===== config.mk =====
export PLATFORM = sky130hd
export DESIGN_NAME = mem_msr_busif
export DESIGN_NICKNAME = d
export VERILOG_FILES = /design/src/rtl/mem_msr_busif.sv
export SDC_FILE = /design/constraint.sdc
export NUM_CORES = 1
export LEC_CHECK = 0
export CAP_MARGIN = 0
export CORE_MARGIN = 4
export CORE_UTILIZATION = 37
export CTS_CLUSTER_DIAMETER = 30
export CTS_CLUSTER_SIZE = 8
export DETAILED_ROUTE_END_ITERATION = 16
export MAX_ROUTING_LAYER = met4
export PLACE_DENSITY = 0.79
export SLEW_MARGIN = 20
export SYNTH_ARGS = -nofsm -noshare
export SYNTH_HDL_FRONTEND = slang
export SYNTH_SLANG_ARGS = --single-unit

===== constraint.sdc =====
create_clock -name clk -period 1.8 [get_ports clk]
set_input_delay 0.18 -clock clk [delete_from_list [all_inputs] [get_ports clk]]
set_output_delay 0.18 -clock clk [all_outputs]
set_load 0.01 [all_outputs]

===== src/rtl/mem_msr_busif.sv =====
// KS10 backplane IO responder for the memory controller's Memory Status Register.
// Decodes MSR reads, writes and read-modify-writes, strobes msrWRITE and returns MSR data.
module mem_msr_busif #(
  parameter logic [17:0] MSRADDR = 18'o100000,
  parameter logic [3:0]  IOCTL   = 4'd0
) (
  input  logic        clk,
  input  logic        rst,
  input  logic        busREQI,
  input  logic [0:35] busADDRI,
  input  logic [0:35] busDATAI,
  input  logic [0:35] regSTAT,
  output logic        busACKO,
  output logic [0:35] busDATAO,
  output logic        msrWRITE,
  output logic [2:0]  dbg_state_o
);

  typedef enum logic [2:0] {
    ST_IDLE  = 3'd0,
    ST_READ  = 3'd1,
    ST_WRITE = 3'd2,
    ST_ACK   = 3'd3,
    ST_WAIT  = 3'd4
  } state_t;

  // Handshake: the requester raises busREQI and holds address/data until it
  // sees busACKO for one cycle, then drops busREQI; a new request is only
  // accepted once busREQI has been observed low.

  state_t      state_q, state_d;
  logic        rd_q, rd_d;
  logic        wr_q, wr_d;
  logic [0:35] data_q, data_d;
  logic        ack_q, ack_d;
  logic        strobe_q, strobe_d;
  logic [0:35] dout_q, dout_d;

  logic flag_rd, flag_wr, flag_io, flag_iobyte, match;

  assign flag_rd     = busADDRI[3];
  assign flag_wr     = busADDRI[5];
  assign flag_io     = busADDRI[10];
  assign flag_iobyte = busADDRI[13];

  assign match = busREQI && flag_io && !flag_iobyte &&
                 (busADDRI[14:17] == IOCTL) && (busADDRI[18:35] == MSRADDR) &&
                 (flag_rd || flag_wr);

  // Write data goes straight to the MSR outside this block; remaining flag bits are don't-care.
  logic unused_bits;
  assign unused_bits = ^{busDATAI, busADDRI[0:2], busADDRI[4], busADDRI[6:9], busADDRI[11:12]};

  always_comb begin
    state_d = state_q;
    rd_d    = rd_q;
    wr_d    = wr_q;
    data_d  = data_q;
    case (state_q)
      ST_IDLE: begin
        if (match) begin
          rd_d    = flag_rd;
          wr_d    = flag_wr;
          state_d = flag_rd ? ST_READ : ST_WRITE;
        end
      end
      ST_READ: begin
        // Read precedes write so an RMW returns the pre-write MSR value.
        data_d  = regSTAT;
        state_d = wr_q ? ST_WRITE : ST_ACK;
      end
      ST_WRITE: state_d = ST_ACK;
      ST_ACK:   state_d = ST_WAIT;
      ST_WAIT:  if (!busREQI) state_d = ST_IDLE;
      default:  state_d = ST_IDLE;
    endcase
  end

  // Outputs are decoded from the next state so they are flop outputs aligned with the state.
  always_comb begin
    ack_d    = (state_d == ST_ACK);
    strobe_d = (state_d == ST_WRITE);
    dout_d   = (state_d == ST_ACK && rd_d) ? data_d : 36'd0;
  end

  always_ff @(negedge clk) begin
    if (rst) begin
      state_q  <= ST_IDLE;
      rd_q     <= 1'b0;
      wr_q     <= 1'b0;
      data_q   <= 36'd0;
      ack_q    <= 1'b0;
      strobe_q <= 1'b0;
      dout_q   <= 36'd0;
    end else begin
      state_q  <= state_d;
      rd_q     <= rd_d;
      wr_q     <= wr_d;
      data_q   <= data_d;
      ack_q    <= ack_d;
      strobe_q <= strobe_d;
      dout_q   <= dout_d;
    end
  end

  assign busACKO     = ack_q;
  assign msrWRITE    = strobe_q;
  assign busDATAO    = dout_q;
  assign dbg_state_o = state_q;

endmodule

==> summary.txt, run 1 <==
Status
  • Violated checks: setup timing
  • Outcome: finished with violations

Routing
  • Number of remaining DRC errors: 0
  • Antenna viol nets, final: 0
  • DRT Pass-1 Iters: 6
  • Wire per inst: 12.3 µm
  • Via-per-instance ratio: 4.45
  • Starting DRT DRC Count: 40
  • Via count: 2400
  • Final WL: 6660 µm

Setup path
  • CP Launch Type: flop
  • R2r startpoint: dbg_state_o[1]
  • Buf/Inv on CP: 1
  • Required time worst endpoint: 1620 ps
  • CP Capture Type: output pin
  • CP Max Fanout: 1
  • Setup crit start: busDATAO[2]
  • Crit path max-delay cell type: dfxtp_2
  • Worst Path Arrival: 1740 ps
  • Critical path's largest stage delay: 320 ps
  • CP top delay family: flip-flops
  • Cell breakdown of the critical path: buf_6
  • Critical path class: flop to output pin

Worst hold path
  • Hold_sp: data_q[34]
  • Hold WC Path Type: flop to flop

Placed design
  • Gpl congestion: 0.797
  • DPL Wire Length: 4270 µm
  • Port Buf Inserts: 105

Synthesis
  • Netlist cell types: 31
  • Yosys reg bits: 79
  • Synthesized area: 0.00259 mm²
  • YS warnings: 0
  • Sequential fraction of the synthesis area: 61.0%
  • Syn Area/Cell: 10.8 µm²
  • Synth Instances: 239
  • Syn_nets: 350

Die
  • Initial core utilization: 38.2%
  • Full die area: 0.00841 mm²
  • Core area: 0.00679 mm²
  • Top-level port count: 152
  • Die Y: 91.7 µm
  • FP Rows: 30
  • Die span in x: 91.7 µm

GRT
  • First-pass GRT wire length: 10800 µm
  • Pin count of the biggest net entering global routing: 40
  • Number of global-route vias before repair: 2652
  • Total gr overflow: 0
  • Initial antenna violation count: 0
  • Total GRT Usage: 16.4%

Run
  • Max-cap viol count: 0

Timing
  • Worst Clk Skew: 30.6 ps
  • Final setup fails: 45
  • Final slew viol count: 0
  • Setup ws final: -124 ps
  • Worst-Margin Slew: 427 ps
  • Worst hold slack: 471 ps
  • Final hold violations: 0
  • Worst slew margin: 71.5%
  • RSZ-0062 raised after global routing: yes

Layout
  • Fillers: 582
  • Syn-to-layout area delta: 66.3%
  • Area of the multi-input gates: 0.00101 mm²
  • Final Util: 63.4%
  • # nets final: 549
  • Flip-flop and latch area: 0.00160 mm²
  • Number of diodes: 0
  • Ratio of cells with drive above 1 in the final layout: 26.4%

Clocking
  • CTS root buffer: clkbuf_8
  • Clock Path Buffers: 2
  • CTS clk-pin slew, worst paths: 50 ps
  • H-tree depth: 3
  • Skew-Pair Late Insertion Delay: 410 ps
  • Sink Count: 79
  • TritonCTS clock tree: done
  • CTS Buf Count: 9

Power and ir drop
  • Flop pwr share: 45.4%
  • Worst vdd ir: 0.336 mV
  • Leak: 2.00 nW
  • Int Pwr: 2.65 mW
  • Total power: 3.88 mW
  • PwrDens: 899 mW/mm²
  • Switching Fraction: 31.5%
  • Switching power of the nets: 1.22 mW
  • Comb pwr share: 4.8%
  • Clock Power Share: 49.8%
==> cells in the final DEF, fill, tap and decap left out, types with 2 or more instances in the layout <==
master            n
inv_1            80
nor2_1           75
dfxtp_1          61
mux2i_1          36
clkdlybuf4s50_1  36
buf_2            26
buf_6            26
dfxtp_2          18
buf_4            13
clkbuf_8          9
clkdlybuf4s15_1   9
dlygate4sd2_1     8
nor4_4            4
o31ai_2           3
a21oi_1           3
nand4_1           3
inv_4             3
nand2_2           2
nor3b_4           2
and3_1            2
inv_8             2
==> Yosys cell counts, drive strengths merged <==
cell type | number | area share [%]
nand2 | 3 | 0.53
inv | 3 | 0.43
nor4b | 1 | 0.34
mux2i | 36 | 14
and3 | 2 | 0.48
a31oi | 1 | 0.24
dfxtp | 79 | 61
nor3b | 3 | 1.1
nand3 | 1 | 0.19
nor2b | 1 | 0.24
clkbuf | 4 | 0.58
and2 | 1 | 0.24
nand4 | 3 | 0.72
buf | 7 | 2.6
o21a | 1 | 0.29
nor4 | 4 | 2.0
nor2 | 76 | 11
nor3 | 2 | 0.39
a21oi | 3 | 0.58
nand4b | 1 | 0.34
o2111a | 1 | 0.43
a41o | 1 | 0.39
o2111ai | 1 | 0.58
and4 | 1 | 0.34
o31ai | 3 | 1.1
==> flip-flops by register name, indices dropped and copies added (netlist names) <==
signal       cells
data_q          36
msrWRITE         1
rd_q             1
dbg_state_o      3
busACKO          1
wr_q             1
busDATAO        36
==> power groups by stage <==
stage	Clock [mW]	Combinational, mW	Sequential (mW)
floorplan	0.269	0.0243	1.79
global placement	0.269	0.189	1.79
detailed placement	0.269	0.190	1.79
CTS	2.02	0.179	1.76
global route	2.26	0.196	1.75
finish	1.93	0.185	1.76
==> final cells by class <==
type	instances	share of cell area, %
clock buffer	9	2.87
sequential	79	37.2
multi-input combinational	146	23.5
inverter	2	0.174
timing repair buffer	121	25.0
tap	96	2.79
clock inverter	86	8.42
==> metal layers <==
metal	up-vias	share of wire, %	GRT usage, %
li1	1203	-	-
met1	1104	38	14.2
met2	80	54	28.8
met3	13	5.6	6.97
met4	0	2.3	10.9
met5	-	0	-
==> kinds of logic (layout without fill, tap and decap cells) <==
group | count (synthesis) | count (layout) | share of synthesized area (%)
mux | 36 | 36 | 13.9
flops | 79 | 79 | 61.0
simple gates | 99 | 99 | 17.9
buf+inv | 14 | 218 | 3.62
compound gates | 11 | 11 | 3.57
==> path summary, 6_finish.rpt <==
kind	to	slack (ps)	depth (start not counted)
max	busDATAO[2]	-120	1
max reg2reg	rd_q	240	5
min reg2reg	busDATAO[34]	470	2
min	busDATAO[34]	470	2
==> per-stage QoR <==
step	cell area, µm²	setup TNS (ps)	instances	worst slack, ps
2_1_floorplan	2630	-922	239	-160
3_3_place_gp	3830	-41800	442	-688
3_5_place_dp	3830	-42510	442	-736
4_1_cts	4190	-4470	539	-131
5_1_grt	4310	-5660	539	-162
6_report	4310	-3640	539	-124
==> timing repair <==
action | in CTS | in global routing
resized for setup | 252 | 31
buffers inserted | 3 | 0
pin swaps | 15 | 11
endpoints found under the setup margin | 119 | 46
hold buffers | 0 | 0
No activity file was read; power rests on OpenSTA's default activity.
==> run 2, diff against run 1 <==
--- a/config.mk
+++ b/config.mk
@@ -7,12 +7,12 @@
 export LEC_CHECK = 0
 export CAP_MARGIN = 0
 export CORE_MARGIN = 4
-export CORE_UTILIZATION = 37
+export CORE_UTILIZATION = 34
 export CTS_CLUSTER_DIAMETER = 30
 export CTS_CLUSTER_SIZE = 8
 export DETAILED_ROUTE_END_ITERATION = 16
 export MAX_ROUTING_LAYER = met4
-export PLACE_DENSITY = 0.79
+export PLACE_DENSITY = 0.76
 export SLEW_MARGIN = 20
 export SYNTH_ARGS = -nofsm -noshare
 export SYNTH_HDL_FRONTEND = slang
==> constraint.sdc (replaced) <==
create_clock -name clk -period 1.6 [get_ports clk]
set_input_delay 0.16 -clock clk [delete_from_list [all_inputs] [get_ports clk]]
set_output_delay 0.16 -clock clk [all_outputs]
set_load 0.01 [all_outputs]
==> run 2 against run 1 <==
The run still ends with setup timing left. Routed wire length is 2.4% lower. Sequential share of layout area is 0.35 points lower. Setup slack worse by 54 ps. Die area is 8.0% higher. Sequential power is 12% higher. Final cell count is 0.19% higher. Non-clock buffer count is 1 lower. Clock skew is 14 ps lower. First-iteration DRC count is 13% higher. Hold slack better by 5.7 ps. Combinational power is 13% higher. Critical endpoint is now busDATAO[3].
==> summary.txt, run 2 (synthesis results as in run 1) <==
Timing
  • Worst Clk Skew: 16.7 ps (-13.9 ps)
  • Setup ws final: -178 ps (-53.9 ps)
  • Worst hold slack: 477 ps (+5.66 ps)
  • Final hold violations: 0 (unchanged)
  • Worst-Margin Slew: 429 ps (+1.75 ps)
  • Final slew viol count: 0 (unchanged)
  • Final setup fails: 45 (unchanged)
  • Worst slew margin: 71.4% (-0.12 points)
  • RSZ-0062 raised after global routing: yes

Layout
  • Leading cell type in the layout, fill and taps excluded: inv_1
  • Area of the multi-input gates: 0.00105 mm² (+3.6%)
  • Syn-to-layout area delta: 68.2%
  • Number of diodes: 0 (unchanged)
  • Most frequent cells in the layout: 82 x inv_1, 75 x nor2_1, 58 x dfxtp_1
  • Flip-flop and latch area: 0.00161 mm² (+0.23%)
  • # nets final: 548 (-0.18%)
  • Final Util: 59.5% (-3.9 points)
  • Fillers: 634 (+8.9%)
  • Ratio of cells with drive above 1 in the final layout: 28.8% (+2.4 points)

Setup path
  • CP Max Fanout: 1 (unchanged)
  • Crit path max-delay cell type: dfxtp_2
  • Critical path class: flop to output pin
  • Buf/Inv on CP: 1 (unchanged)
  • R2r startpoint: dbg_state_o[0]
  • Worst Reg-to-Reg Cells: 6 (+1)
  • CP top delay family: flip-flops
  • Critical path's largest stage delay: 320 ps (about the same)
  • CP Capture Type: output pin
  • Worst Path Arrival: 1620 ps (-120 ps)
  • CP Capture Point: busDATAO[3]
  • Required time worst endpoint: 1440 ps (-180 ps)
  • Reg2reg end: rd_q
  • R2R Setup Slk: 20 ps (-220 ps)
  • Cell breakdown of the critical path: buf_6
  • Setup crit start: busDATAO[3]
  • CP Launch Type: flop
  • Stages on worst setup path: 1 (unchanged)

Power and ir drop
  • Switching power of the nets: 1.25 mW (+2.7%)
  • Leak: 2.02 nW (+0.96%)
  • Worst vdd ir: 0.517 mV (+54%)
  • Flop pwr share: 45.7% (+0.3 points)
  • Total power: 4.34 mW (+12%)
  • Comb pwr share: 4.8% (about the same)
  • Switching Fraction: 28.9% (-2.6 points)
  • PwrDens: 995 mW/mm² (+11%)
  • Clock Power Share: 49.5% (-0.3 points)
  • Int Pwr: 3.08 mW (+16%)

GRT
  • Total GRT Usage: 15.0% (-1.4 points)
  • Initial antenna violation count: 0 (unchanged)
  • First-pass GRT wire length: 10300 µm (-5.0%)
  • Number of global-route vias before repair: 2661 (+0.34%)
  • Total gr overflow: 0 (unchanged)
  • Pin count of the biggest net entering global routing: 40 (unchanged)

Placed design
  • Gpl congestion: 0.776 (-2.6%)
  • Port Buf Inserts: 105 (unchanged)
  • DPL Wire Length: 4260 µm (about the same)

Routing
  • Number of remaining DRC errors: 0 (unchanged)
  • DRT Pass-1 Iters: 4 (-2)
  • Via-per-instance ratio: 4.37 (-1.9%)
  • Starting DRT DRC Count: 45 (+13%)
  • Final WL: 6490 µm (-2.4%)
  • Wire per inst: 12.0 µm (-2.6%)
  • Antenna viol nets, final: 0 (unchanged)
  • Via count: 2358 (-1.8%)

Clocking
  • CTS Hold Buffers Added: 0 (unchanged)
  • CTS root buffer: clkbuf_8
  • Skew-Pair Late Insertion Delay: 390 ps (-20 ps)
  • TritonCTS clock tree: done
  • Sink Count: 79 (unchanged)
  • Clock Path Buffers: 2 (unchanged)
  • H-tree depth: 3 (unchanged)
  • CTS Buf Count: 9 (unchanged)
  • CTS clk-pin slew, worst paths: 50 ps (about the same)

Status
  • Outcome: finished with violations
  • Violated checks: setup timing

Worst hold path
  • Hold WC Path Type: flop to flop

Die
  • Core area: 0.00733 mm² (+7.9%)
  • Die Y: 95.3 µm (+3.9%)
  • Full die area: 0.00909 mm² (+8.0%)
  • Top-level port count: 152 (unchanged)
  • FP Rows: 31 (+3.3%)
  • Die span in x: 95.3 µm (+3.9%)
  • Initial core utilization: 35.4% (-2.8 points)

Run
  • Max-cap viol count: 0 (unchanged)
[run 2: repair_timing]
item / 4_1_cts / 5_1_grt
pin swaps: 17 / 7
setup endpoints to repair: 46 / 46
buffers inserted: 1 / 1
resized for setup: 268 / 34
[run 2: layout make-up]
type | count | area share, %
clock buffer | 9 | 2.84
clock inverter | 85 | 8.12
inverter | 2 | 0.172
multi-input combinational | 146 | 24.1
sequential | 79 | 36.9
tap | 99 | 2.84
timing repair buffer | 120 | 25.1
[run 2: layer usage]
layer	global-route usage [%]	wire length, µm
met1	13.5	2620
met2	24.4	3210
met3	8.21	587
met4	9.38	80
met5	-	0
[run 2: how the worst min path moves through the flow]
stage,startpoint,endpoint,slack [ps],cells past startpoint
2_1_floorplan,data_q[0],busDATAO[0],460,2
3_3_place_gp,data_q[20],data_q[20],470,2
3_5_place_dp,data_q[32],data_q[32],480,2
4_1_cts,data_q[33],busDATAO[33],490,2
5_1_grt,data_q[33],busDATAO[33],490,2
6_report,data_q[33],busDATAO[33],480,2
[run 2: stage by stage]
stage               std cells  setup WS [ps]  instance area, µm²  TNS (ps)
floorplan                 239           -238                2650     -1120
global placement          445           -787                3880    -20860
detailed placement        445           -872                3880    -22560
CTS                       539           -201                4250     -7570
global route              540           -224                4360     -8970
finish                    540           -178                4360     -6760
[run 2: power by group through the flow]
stage               Clock [mW]  Sequential [mW]  Combinational [mW]
global placement         0.303             2.01               0.214
CTS                       2.25             1.98               0.211
finish                    2.15             1.98               0.209
floorplan                0.303             2.01              0.0282
global route              2.49             1.98               0.223
detailed placement       0.303             2.01               0.216
==> run 3, diff against run 2 <==
--- a/config.mk
+++ b/config.mk
@@ -12,7 +12,7 @@
 export CTS_CLUSTER_SIZE = 8
 export DETAILED_ROUTE_END_ITERATION = 16
 export MAX_ROUTING_LAYER = met4
-export PLACE_DENSITY = 0.76
+export PLACE_DENSITY_LB_ADDON = 0.3
 export SLEW_MARGIN = 20
 export SYNTH_ARGS = -nofsm -noshare
 export SYNTH_HDL_FRONTEND = slang
==> run 3 against run 2 <==
The flow still finishes with violations (setup timing). Final cell count grew 0.19%. Final area rose by 0.89%. Clock power is 7% higher. Clock skew increased by 3.6 ps. Core utilization rose by 0.53 points. Sequential power barely moved. Routed wire length fell by 1.8%. Largest power group unchanged.
==> summary.txt, run 3 (synthesis results as in run 1) <==
Status
  • Outcome: finished with violations
  • Violated checks: setup timing

GRT
  • Total gr overflow: 0 (unchanged)
  • Number of global-route vias before repair: 2669 (+0.30%)
  • Total GRT Usage: 14.8% (-0.18 points)
  • Pin count of the biggest net entering global routing: 40 (unchanged)
  • First-pass GRT wire length: 10200 µm (-1.0%)
  • Initial antenna violation count: 0 (unchanged)

Setup path
  • CP top delay family: flip-flops
  • CP Capture Type: output pin
  • Reg2reg end: wr_q
  • Buf/Inv on CP: 1 (unchanged)
  • Critical path's largest stage delay: 320 ps (about the same)
  • R2r startpoint: dbg_state_o[1]
  • Worst Reg-to-Reg Cells: 5 (-1)
  • Cell breakdown of the critical path: buf_6
  • Critical path class: flop to output pin
  • CP Max Fanout: 1 (unchanged)
  • Worst Path Arrival: 1630 ps (about the same)
  • Required time worst endpoint: 1440 ps (about the same)
  • Crit path max-delay cell type: dfxtp_2
  • R2R Setup Slk: 60 ps (+40 ps)
  • CP Launch Type: flop

Routing
  • Starting DRT DRC Count: 33 (-27%)
  • Via-per-instance ratio: 4.47 (+2.3%)
  • Number of remaining DRC errors: 0 (unchanged)
  • Antenna viol nets, final: 0 (unchanged)
  • Via count: 2417 (+2.5%)
  • Wire per inst: 11.8 µm (-2.0%)
  • Final WL: 6380 µm (-1.8%)
  • DRT Pass-1 Iters: 4 (unchanged)

Placed design
  • DPL Wire Length: 4110 µm (-3.6%)
  • Gpl congestion: 0.773 (-0.34%)
  • Port Buf Inserts: 105 (unchanged)
  • Placed Area: 0.00387 mm² (-0.19%)
  • Pre-CTS WS: -837 ps (+34.9 ps)

Clocking
  • Skew-Pair Late Insertion Delay: 400 ps (about the same)
  • H-tree depth: 3 (unchanged)
  • CTS root buffer: clkbuf_8
  • CTS clk-pin slew, worst paths: 50 ps (about the same)
  • TritonCTS clock tree: done
  • Sink Count: 79 (unchanged)
  • CTS Buf Count: 9 (unchanged)
  • Clock Path Buffers: 2 (unchanged)

Power and ir drop
  • Leak: 2.02 nW (+0.44%)
  • PwrDens: 1020 mW/mm² (+2.6%)
  • Worst vdd ir: 0.455 mV (-12%)
  • Total power: 4.49 mW (+3.5%)

Die
  • Die Y: 95.3 µm (unchanged)
  • Initial core utilization: 35.4% (unchanged)
  • Core area: 0.00733 mm² (unchanged)
  • Top-level port count: 152 (unchanged)
  • Full die area: 0.00909 mm² (unchanged)
  • Die span in x: 95.3 µm (unchanged)
  • FP Rows: 31 (unchanged)

Layout
  • Leading cell type in the layout, fill and taps excluded: inv_1
  • # nets final: 549 (+0.18%)
  • Number of diodes: 0 (unchanged)
  • Fillers: 637 (+0.47%)
  • Finished Cell Area: 0.00440 mm² (+0.89%)
  • Most frequent cells in the layout: 81 x inv_1, 75 x nor2_1, 55 x dfxtp_1
  • Syn-to-layout area delta: 69.7%
  • Ratio of cells with drive above 1 in the final layout: 29.4% (+0.61 points)

Worst hold path
  • Hold WC Path Type: flop to flop
  • Hold_sp: data_q[0]
  • Worst hold endpoint: busDATAO[0]
  • Hold depth: 2 (unchanged)

Timing
  • Final setup fails: 46 (+2.2%)
  • Final hold violations: 0 (unchanged)
  • Setup ws final: -186 ps (-8.02 ps)
  • Worst slew margin: 71.3% (-0.11 points)
  • Setup TNS Final: -6960 ps (-200 ps)
  • RSZ-0062 raised after global routing: yes
  • Worst-Margin Slew: 430 ps (+1.62 ps)
  • Final slew viol count: 0 (unchanged)
  • Worst Clk Skew: 20.3 ps (+3.58 ps)

Run
  • Max-cap viol count: 0 (unchanged)
[run 3: changes by cell type in the layout (fill, tap and decap cells not counted), sizes merged]
cell and change:
clkbuf -1, inv -2, clkinvlp +1, bufinv +1, dlygate4sd2 -1, buf +3
[run 3: through the flow]
step / util [%] / instances / hold WS [ps]
6_report: 60.0 / 541 / 476
5_1_grt: 60.0 / 541 / 505
4_1_cts: 58.4 / 540 / 480
3_5_place_dp: 52.8 / 444 / 471
3_3_place_gp: 52.8 / 444 / 464
2_1_floorplan: - / 239 / 456
[run 3: per-layer routing]
metal | part of all wire, % | vias to the layer above | track usage (%)
met5 | 0 | - | -
met4 | 2.1 | 0 | 11.1
met3 | 9.8 | 17 | 8.45
met2 | 48 | 100 | 23.0
met1 | 40 | 1105 | 13.3
li1 | - | 1195 | -
[run 3: where the power goes]
group | internal [mW] | total [mW] | switching (mW)
Sequential | 1.98 | 1.98 | 0.000000120
Clock | 1.12 | 2.30 | 1.18
Combinational | 0.140 | 0.211 | 0.0704
[run 3: cell type report]
type	instances	area, µm²	area share [%]
multi-input cells	146	1030	23.4
flip-flops and latches	79	1610	36.6
inverters	2	7.51	0.171
clock inverters	85	379	8.62
clock buffers	9	124	2.81
well taps	99	124	2.81
repair buffers	121	1120	25.5
[run 3: worst max-delay path by stage]
stage          cells after the start            from             end  slack, ps
2_1_floorplan                      4    busADDRI[27]  dbg_state_o[1]       -240
3_3_place_gp                       5    busADDRI[28]            rd_q       -770
3_5_place_dp                       5    busADDRI[28]            wr_q       -840
4_1_cts                            1     busDATAO[6]     busDATAO[6]       -210
5_1_grt                            1  dbg_state_o[2]  dbg_state_o[2]       -230
6_report                           1     busDATAO[6]     busDATAO[6]       -190
[run 3: what timing repair did]
item                                    4_1_cts  5_1_grt
endpoints found under the setup margin       46       46
hold buffers                                  0        0
gates cloned                                  0        0
buffers inserted                              3        1
pin swaps                                    21       17
gates resized for setup                     269       40
